<file path="config.mk">
export PLATFORM = sky130hd
export DESIGN_NAME = l4_feature_streamer
export DESIGN_NICKNAME = d
export VERILOG_FILES = /design/src/rtl/l4_stream_pkg.sv /design/src/rtl/feat_skid_fifo.sv /design/src/rtl/l4_feature_streamer.sv
export SDC_FILE = /design/constraint.sdc
export NUM_CORES = 1
export LEC_CHECK = 0
export ABC_AREA = 1
export BUFFER_PORTS_ARGS = -buffer_cell sky130_fd_sc_hd__buf_4
export CORE_AREA = 5 5 144 146
export CTS_CLUSTER_DIAMETER = 50
export DETAILED_ROUTE_END_ITERATION = 12
export DIE_AREA = 0 0 149 151
export PLACE_DENSITY = 0.57
export SLEW_MARGIN = 10
export SYNTH_ARGS = -nofsm -noshare
export SYNTH_HDL_FRONTEND = slang
export SYNTH_SLANG_ARGS = --single-unit
</file>
<file path="constraint.sdc">
create_clock -name clk -period 2.4 [get_ports clk]
set_input_delay 0.12 -clock clk [delete_from_list [all_inputs] [get_ports clk]]
set_output_delay 0.12 -clock clk [all_outputs]
set_load 0.01 [all_outputs]
</file>
<file path="src/rtl/l4_stream_pkg.sv">
// Shared constants and types for the layer-4 pooled-feature streamer.
package l4_stream_pkg;

    localparam logic [3:0] S_IDLE  = 4'b0001;
    localparam logic [3:0] S_FETCH = 4'b0010;
    localparam logic [3:0] S_DRAIN = 4'b0100;
    localparam logic [3:0] S_DONE  = 4'b1000;

    localparam int unsigned BANK_DEPTH     = 200;
    localparam int unsigned TOTAL_FEATURES = 2 * BANK_DEPTH;

    typedef enum logic {
        BANK_1 = 1'b0,
        BANK_2 = 1'b1
    } bank_sel_t;

endpackage

</file>
<file path="src/rtl/feat_skid_fifo.sv">
// Small synchronous FIFO with async active-low reset and a synchronous flush.
module feat_skid_fifo #(
    parameter int unsigned WIDTH = 26,
    parameter int unsigned DEPTH = 4
) (
    input  logic                           clk,
    input  logic                           rst,
    input  logic                           flush,
    input  logic                           push,
    input  logic [WIDTH-1:0]               push_data,
    input  logic                           pop,
    output logic [WIDTH-1:0]               head,
    output logic                           empty,
    output logic                           full,
    output logic [$clog2(DEPTH+1)-1:0]     count
);

    localparam int unsigned PTR_W = (DEPTH > 1) ? $clog2(DEPTH) : 1;
    localparam int unsigned CNT_W = $clog2(DEPTH + 1);
    localparam logic [PTR_W-1:0] LAST_PTR = PTR_W'(DEPTH - 1);
    localparam logic [CNT_W-1:0] FULL_CNT = CNT_W'(DEPTH);

    logic [WIDTH-1:0] mem [DEPTH];
    logic [PTR_W-1:0] wr_ptr;
    logic [PTR_W-1:0] rd_ptr;
    logic [CNT_W-1:0] cnt;
    logic             do_push;
    logic             do_pop;

    function automatic logic [PTR_W-1:0] next_ptr(input logic [PTR_W-1:0] p);
        return (p == LAST_PTR) ? '0 : p + 1'b1;
    endfunction

    always_comb begin
        do_pop  = pop && (cnt != '0);
        do_push = push && ((cnt != FULL_CNT) || do_pop);
    end

    always_ff @(posedge clk or negedge rst) begin
        if (!rst) begin
            wr_ptr <= '0;
            rd_ptr <= '0;
            cnt    <= '0;
        end else if (flush) begin
            wr_ptr <= '0;
            rd_ptr <= '0;
            cnt    <= '0;
        end else begin
            if (do_push) wr_ptr <= next_ptr(wr_ptr);
            if (do_pop)  rd_ptr <= next_ptr(rd_ptr);
            case ({do_push, do_pop})
                2'b10:   cnt <= cnt + 1'b1;
                2'b01:   cnt <= cnt - 1'b1;
                default: cnt <= cnt;
            endcase
        end
    end

    // Storage needs no reset: the head is only meaningful while count is non-zero.
    always_ff @(posedge clk) begin
        if (do_push && !flush) mem[wr_ptr] <= push_data;
    end

    assign head  = mem[rd_ptr];
    assign empty = (cnt == '0);
    assign full  = (cnt == FULL_CNT);
    assign count = cnt;

endmodule

</file>
<file path="src/rtl/l4_feature_streamer.sv">
// Reads both L4 pooled-output banks in flattened order and streams them to layer 5.
module l4_feature_streamer #(
    parameter int unsigned DATA_WIDTH = 16,
    parameter int unsigned ADDR_WIDTH = 8,
    parameter int unsigned BANK_DEPTH = l4_stream_pkg::BANK_DEPTH,
    parameter int unsigned RD_LAT     = 2,
    parameter int unsigned FIFO_DEPTH = 4,
    parameter int unsigned IDX_WIDTH  = 9
) (
    input  logic                  clk,
    input  logic                  rst,
    input  logic                  L4_en,
    input  logic [DATA_WIDTH-1:0] L4_output_read_data1,
    input  logic [DATA_WIDTH-1:0] L4_output_read_data2,
    output logic [ADDR_WIDTH-1:0] L4_output_read_addr,
    output logic                  feat_valid,
    input  logic                  feat_ready,
    output logic [DATA_WIDTH-1:0] feat_data,
    output logic [IDX_WIDTH-1:0]  feat_index,
    output logic                  feat_last,
    output logic                  L4_read_done,
    output logic                  busy
);

    import l4_stream_pkg::*;

    localparam int unsigned FCNT_W  = $clog2(FIFO_DEPTH + 1);
    localparam int unsigned CR_W    = FCNT_W + 1;
    localparam int unsigned ENTRY_W = DATA_WIDTH + IDX_WIDTH + 1;
    localparam logic [CR_W-1:0]       CREDIT_LIMIT = CR_W'(FIFO_DEPTH);
    localparam logic [ADDR_WIDTH-1:0] LAST_ADDR    = ADDR_WIDTH'(BANK_DEPTH - 1);
    localparam logic [IDX_WIDTH-1:0]  BANK2_BASE   = IDX_WIDTH'(BANK_DEPTH);
    localparam logic [IDX_WIDTH-1:0]  LAST_INDEX   = IDX_WIDTH'(2 * BANK_DEPTH - 1);

    logic [3:0]            state;
    logic [3:0]            state_next;
    logic [ADDR_WIDTH-1:0] rd_addr;
    bank_sel_t             bank_sel;
    logic                  issue;
    logic                  abort;
    logic                  pop;
    logic                  drain_empty;
    logic [CR_W-1:0]       inflight;

    logic                  pipe_v    [RD_LAT];
    bank_sel_t             pipe_bank [RD_LAT];
    logic [ADDR_WIDTH-1:0] pipe_addr [RD_LAT];

    logic [DATA_WIDTH-1:0] push_data;
    logic [IDX_WIDTH-1:0]  push_index;
    logic                  push_last;

    logic                  fifo_push;
    logic                  fifo_full;
    logic                  fifo_empty;
    logic [FCNT_W-1:0]     fifo_count;
    logic [ENTRY_W-1:0]    fifo_head;
    logic [DATA_WIDTH-1:0] head_data;
    logic [IDX_WIDTH-1:0]  head_index;
    logic                  head_last;

    // Credit check counts words already queued plus reads whose data is still in the BRAM pipe.
    always_comb begin
        issue       = (state == S_FETCH) && L4_en &&
                      ((CR_W'(fifo_count) + inflight) < CREDIT_LIMIT);
        abort       = !L4_en && ((state == S_FETCH) || (state == S_DRAIN));
        pop         = feat_valid && feat_ready;
        drain_empty = (inflight == '0) &&
                      ((fifo_count == '0) || ((fifo_count == FCNT_W'(1)) && pop));
    end

    always_comb begin
        state_next = state;
        case (state)
            S_IDLE:  if (L4_en) state_next = S_FETCH;
            S_FETCH: begin
                if (!L4_en)
                    state_next = S_IDLE;
                else if (issue && (bank_sel == BANK_2) && (rd_addr == LAST_ADDR))
                    state_next = S_DRAIN;
            end
            S_DRAIN: begin
                if (!L4_en)
                    state_next = S_IDLE;
                else if (drain_empty)
                    state_next = S_DONE;
            end
            S_DONE:  if (!L4_en) state_next = S_IDLE;
            default: state_next = S_IDLE;
        endcase
    end

    always_ff @(posedge clk or negedge rst) begin
        if (!rst) state <= S_IDLE;
        else      state <= state_next;
    end

    // The bank select stays on bank 2 through DRAIN/DONE so it switches once per pass.
    always_ff @(posedge clk or negedge rst) begin
        if (!rst) begin
            rd_addr  <= '0;
            bank_sel <= BANK_1;
        end else if (state_next != S_FETCH) begin
            rd_addr <= '0;
            if (state_next == S_IDLE) bank_sel <= BANK_1;
        end else if (issue) begin
            if (rd_addr == LAST_ADDR) begin
                rd_addr  <= '0;
                bank_sel <= BANK_2;
            end else begin
                rd_addr <= rd_addr + 1'b1;
            end
        end
    end

    always_ff @(posedge clk or negedge rst) begin
        if (!rst) begin
            for (int unsigned i = 0; i < RD_LAT; i++) begin
                pipe_v[i]    <= 1'b0;
                pipe_bank[i] <= BANK_1;
                pipe_addr[i] <= '0;
            end
        end else if (abort) begin
            for (int unsigned i = 0; i < RD_LAT; i++) pipe_v[i] <= 1'b0;
        end else begin
            pipe_v[0]    <= issue;
            pipe_bank[0] <= bank_sel;
            pipe_addr[0] <= rd_addr;
            for (int unsigned i = 1; i < RD_LAT; i++) begin
                pipe_v[i]    <= pipe_v[i-1];
                pipe_bank[i] <= pipe_bank[i-1];
                pipe_addr[i] <= pipe_addr[i-1];
            end
        end
    end

    always_ff @(posedge clk or negedge rst) begin
        if (!rst)
            inflight <= '0;
        else if (abort)
            inflight <= '0;
        else if (issue && !fifo_push)
            inflight <= inflight + 1'b1;
        else if (!issue && fifo_push)
            inflight <= inflight - 1'b1;
    end

    always_comb begin
        fifo_push  = pipe_v[RD_LAT-1];
        push_data  = (pipe_bank[RD_LAT-1] == BANK_2) ? L4_output_read_data2
                                                     : L4_output_read_data1;
        push_index = (pipe_bank[RD_LAT-1] == BANK_2)
                     ? BANK2_BASE + IDX_WIDTH'(pipe_addr[RD_LAT-1])
                     : IDX_WIDTH'(pipe_addr[RD_LAT-1]);
        push_last  = (push_index == LAST_INDEX);
    end

    feat_skid_fifo #(
        .WIDTH (ENTRY_W),
        .DEPTH (FIFO_DEPTH)
    ) u_fifo (
        .clk       (clk),
        .rst       (rst),
        .flush     (abort),
        .push      (fifo_push),
        .push_data ({push_last, push_index, push_data}),
        .pop       (pop),
        .head      (fifo_head),
        .empty     (fifo_empty),
        .full      (fifo_full),
        .count     (fifo_count)
    );

    assign {head_last, head_index, head_data} = fifo_head;

    assign feat_valid          = !fifo_empty;
    assign feat_data           = fifo_empty ? '0 : head_data;
    assign feat_index          = fifo_empty ? '0 : head_index;
    assign feat_last           = !fifo_empty && head_last;
    assign L4_output_read_addr = rd_addr;
    assign L4_read_done        = (state == S_DONE);
    assign busy                = (state == S_FETCH) || (state == S_DRAIN);

endmodule

</file>
==> summary.md <==
| Metric | Value |
|---|---|
| Cell mode on critical path | `nand2_1` |
| Count leader, synth | `nor2_1` |
| Placed Instance Area | `0.00764 mm²` |
| Syn Area/Cell | `9.93 µm²` |
| Post-synth EDFFs | `104` |
| Leakage power | `3.38 nW` |
| Initial Util | `0.345` |
| Req. time, crit path | `2.71 ns` |
| Crit path kind | `reg -> reg` |
| Iter 0 DRT Violations | `229` |
| Top_reg_cell synth | `edfxtp_1` |
| Die X | `149 µm` |
| VDD IR max | `535 µV` |
| Vias in the first global route | `4586` |
| Worst hold start | `L4_output_read_data1[15]` |
| Period utilization | `0.946` |
| Commonest cells in the netlist | `nor2_1, nand2_1, edfxtp_1` |
| Routed len/inst | `14.1 µm` |
| Number of synthesized register bits | `148` |
| First-pass DRT Iterations | `4` |
| DP HPWL | `9.50 mm` |
| Synth async-reset ratio | `0.297` |
| Total grt overflow | `0` |
| Buf+Inv Stages, Crit Path | `1` |
| WL final | `14.7 mm` |
| IO Pins | `73` |
| Final hold viol count | `0` |
| Crit Reg-Reg Startpoint | `u_fifo.count[2]$_DFFE_PN0P_` |
| Clock sink total | `148` |
| Worst EP arrival | `2.58 ns` |
| Clk slew on worst S/H paths | `0.06 ns` |
| Post-synth top area share | `0.470` |
| Fillers | `1864` |
| Root Driver | `clkbuf_16` |
| Synthesized cell area | `0.00664 mm²` |
| Number of buffers inserted by port buffering | `72` |
| Clk_lat worst skew | `0.42 ns` |
| Area leader, netlist | `edfxtp_1` |
| Area delta synth->final | `24.5%` |
| Critical Path Source Type | `register` |
| PwrDens | `1020 mW/mm²` |
| Synth unique cells | `34` |
| CP peak stage delay | `0.38 ns` |
| Die ar. | `0.0225 mm²` |
| Status | `complete, no violations` |
| Via/cell ratio | `4.54` |
| Slowest-stage cell, CP | `dfrtp_1` |
| Pin count of the biggest net entering global routing | `45` |
| Largest delay share family, worst path | `simple AND/OR/NAND/NOR gates` |
| Diodes inserted | `0` |
| # rows | `51` |
| Vias | `4718` |
| Worst-Margin Slew | `0.573 ns` |
| Clock Skew | `0.00763 ns` |
| Area of the multi-input gates | `0.00217 mm²` |
| Setup TNS | `0 ns` |
| Area of the core | `0.0193 mm²` |
| Critical path startpoint | `u_fifo.count[2]$_DFFE_PN0P_` |
| Seq/Total Area, Yosys | `0.636` |
| DRC | `0` |
| Initial antenna violation count | `0` |
| Ys Warns | `0` |
| Finished Cell Area | `0.00827 mm²` |
| Longest Clk Path Bufs | `2` |
| Post-Syn Nets | `721` |
| Layout net count | `814` |
| RSZ-0062 raised after global routing | `true` |
| Final setup fails | `0` |
| Chip Height | `151 µm` |
| First-pass GRT wire length | `23.9 mm` |
| Peak Freq | `0.440 GHz` |
| Critical path fanouts, max | `4` |
| Synth top area cells | `edfxtp_1, dfrtp_1, nor2_1, nand2_1, o21ai_0` |
| Layout cell share with drive strength beyond 1 | `0.201` |
| Cell count after synthesis | `669` |
| Hold Crit Class | `in -> reg` |
| Worst-path cell chain | `ha_1 > or2_4 > nand3_2 > nand2_1 > nor2_2 > nand2_2 > buf_4 > fa_1 > xor2_1 > nand3_1 > nand2_1` |
| Max_cap viols | `0` |
| Max-slew violation count | `0` |
| DRT antenna net count | `0` |
| CP Capture Type | `register` |
| GPL Wtd Cong | `0.794` |
| Storage element area | `0.00423 mm²` |
| Final Util | `0.429` |
| Shortest clock period the worst path allows after layout | `2.27 ns` |
| H-tree depth | `4` |
| CTS tree | `done` |
| GRT Util Overall | `0.135` |
| Slew HR | `0.618` |
| Total CTS buffers | `17` |
tightest hold or removal path, delay by kind of cell:
family	cells	cell delay [ns]
AND/OR/NAND/NOR	2	0.14
buffers and inverters	1	0.07
path summary, 6_finish.rpt:
check	end	cells after the start	slack, ns
max in group asynchronous	pipe_addr[10]$_DFFE_PN0N_	2	1.77
min in group asynchronous	state[3]$_DFF_PN0_	2	0.24
worst max register to register	inflight[2]$_DFFE_PN0P_	11	0.13
worst min register to register	fifo_push$_DFF_PN0_	2	0.47
worst max-delay path	inflight[2]$_DFFE_PN0P_	11	0.13
worst min-delay path	u_fifo.mem[3][15]$_DFFE_PP_	3	0.05
sequential cells by signal, indices dropped and copies added (netlist names):
| register | cells |
|---|---|
| u_fifo.count | 3 |
| L4_output_read_addr | 8 |
| u_fifo.rd_ptr | 2 |
| pipe_v | 1 |
| bank_sel | 1 |
| state | 4 |
| pipe_addr | 16 |
| fifo_push | 1 |
| u_fifo.wr_ptr | 2 |
| u_fifo.mem | 104 |
| pipe_bank | 2 |
| inflight | 4 |
report_power, final:
group	switching, mW	internal, mW	leakage (nW)
registers	0.114	2.85	1.56
logic	1.73	1.23	1.56
clock network	1.10	1.45	0.270
total	2.94	5.53	3.38
timing repair:
action | 4_1_cts | 5_1_grt
buffers inserted | 0 | 3
hold endpoints to repair | 43 | 0
endpoints found under the setup margin | 1 | 2
pin swaps | 0 | 9
hold buffers | 1 | 0
resized for setup | 1 | 5
layer usage:
metal / wire (µm) / track usage
met1: 6720 / 0.175
met2: 7170 / 0.226
met3: 634 / 0.0347
met4: 135 / 0.0366
met5: 0 / 0
cell families (layout without fill, tap and decap cells):
logic type | count (synthesis) | in the layout | share of synthesized area
multiplexers | 1 | 1 | 0.00151
AND/OR/NAND/NOR | 302 | 302 | 0.185
adder cells (fa/ha/maj) | 16 | 16 | 0.0313
flip-flops | 148 | 148 | 0.636
AO/OA/AOI/OAI | 121 | 121 | 0.0929
buffers and inverters | 73 | 179 | 0.0431
XOR/XNOR | 8 | 8 | 0.0105
stage by stage:
step                      std cells  hold WS [ns]  total power, mW  setup WS [ns]
after global routing           1040        0.0665             9.08        -0.0273
after detailed placement       1004         0.158             5.93        0.00277
after floorplan                 669        -0.176             4.73         -0.287
after global placement         1004         0.164             5.90         0.0190
after CTS                      1037        0.0290             8.52         0.0172
final                          1040        0.0478             8.47          0.130
cells in the final DEF, fill, tap and decap left out, types with 4 or more instances in the layout:
cell,synthesis,layout
dfrtp_1,43,43
clkbuf_16,0,17
o21ai_0,72,71
nor2_1,130,126
buf_4,0,97
inv_6,0,5
nand3_1,29,27
ha_1,15,14
xor2_1,6,6
nor3_1,4,4
nor2_2,4,8
nand2_2,3,4
nand2_1,122,121
inv_1,43,43
o21ai_1,4,5
a21oi_1,39,38
edfxtp_1,104,104
layout make-up:
type / count / share of cell area
Clock buffer: 17 / 0.0514
Clock inverter: 15 / 0.0174
Inverter: 46 / 0.0209
Multi-Input combinational cell: 448 / 0.263
Sequential cell: 148 / 0.511
Tap cell: 265 / 0.0401
Timing Repair Buffer: 101 / 0.0965
Note: power is estimated with default switching activity, not from simulation.
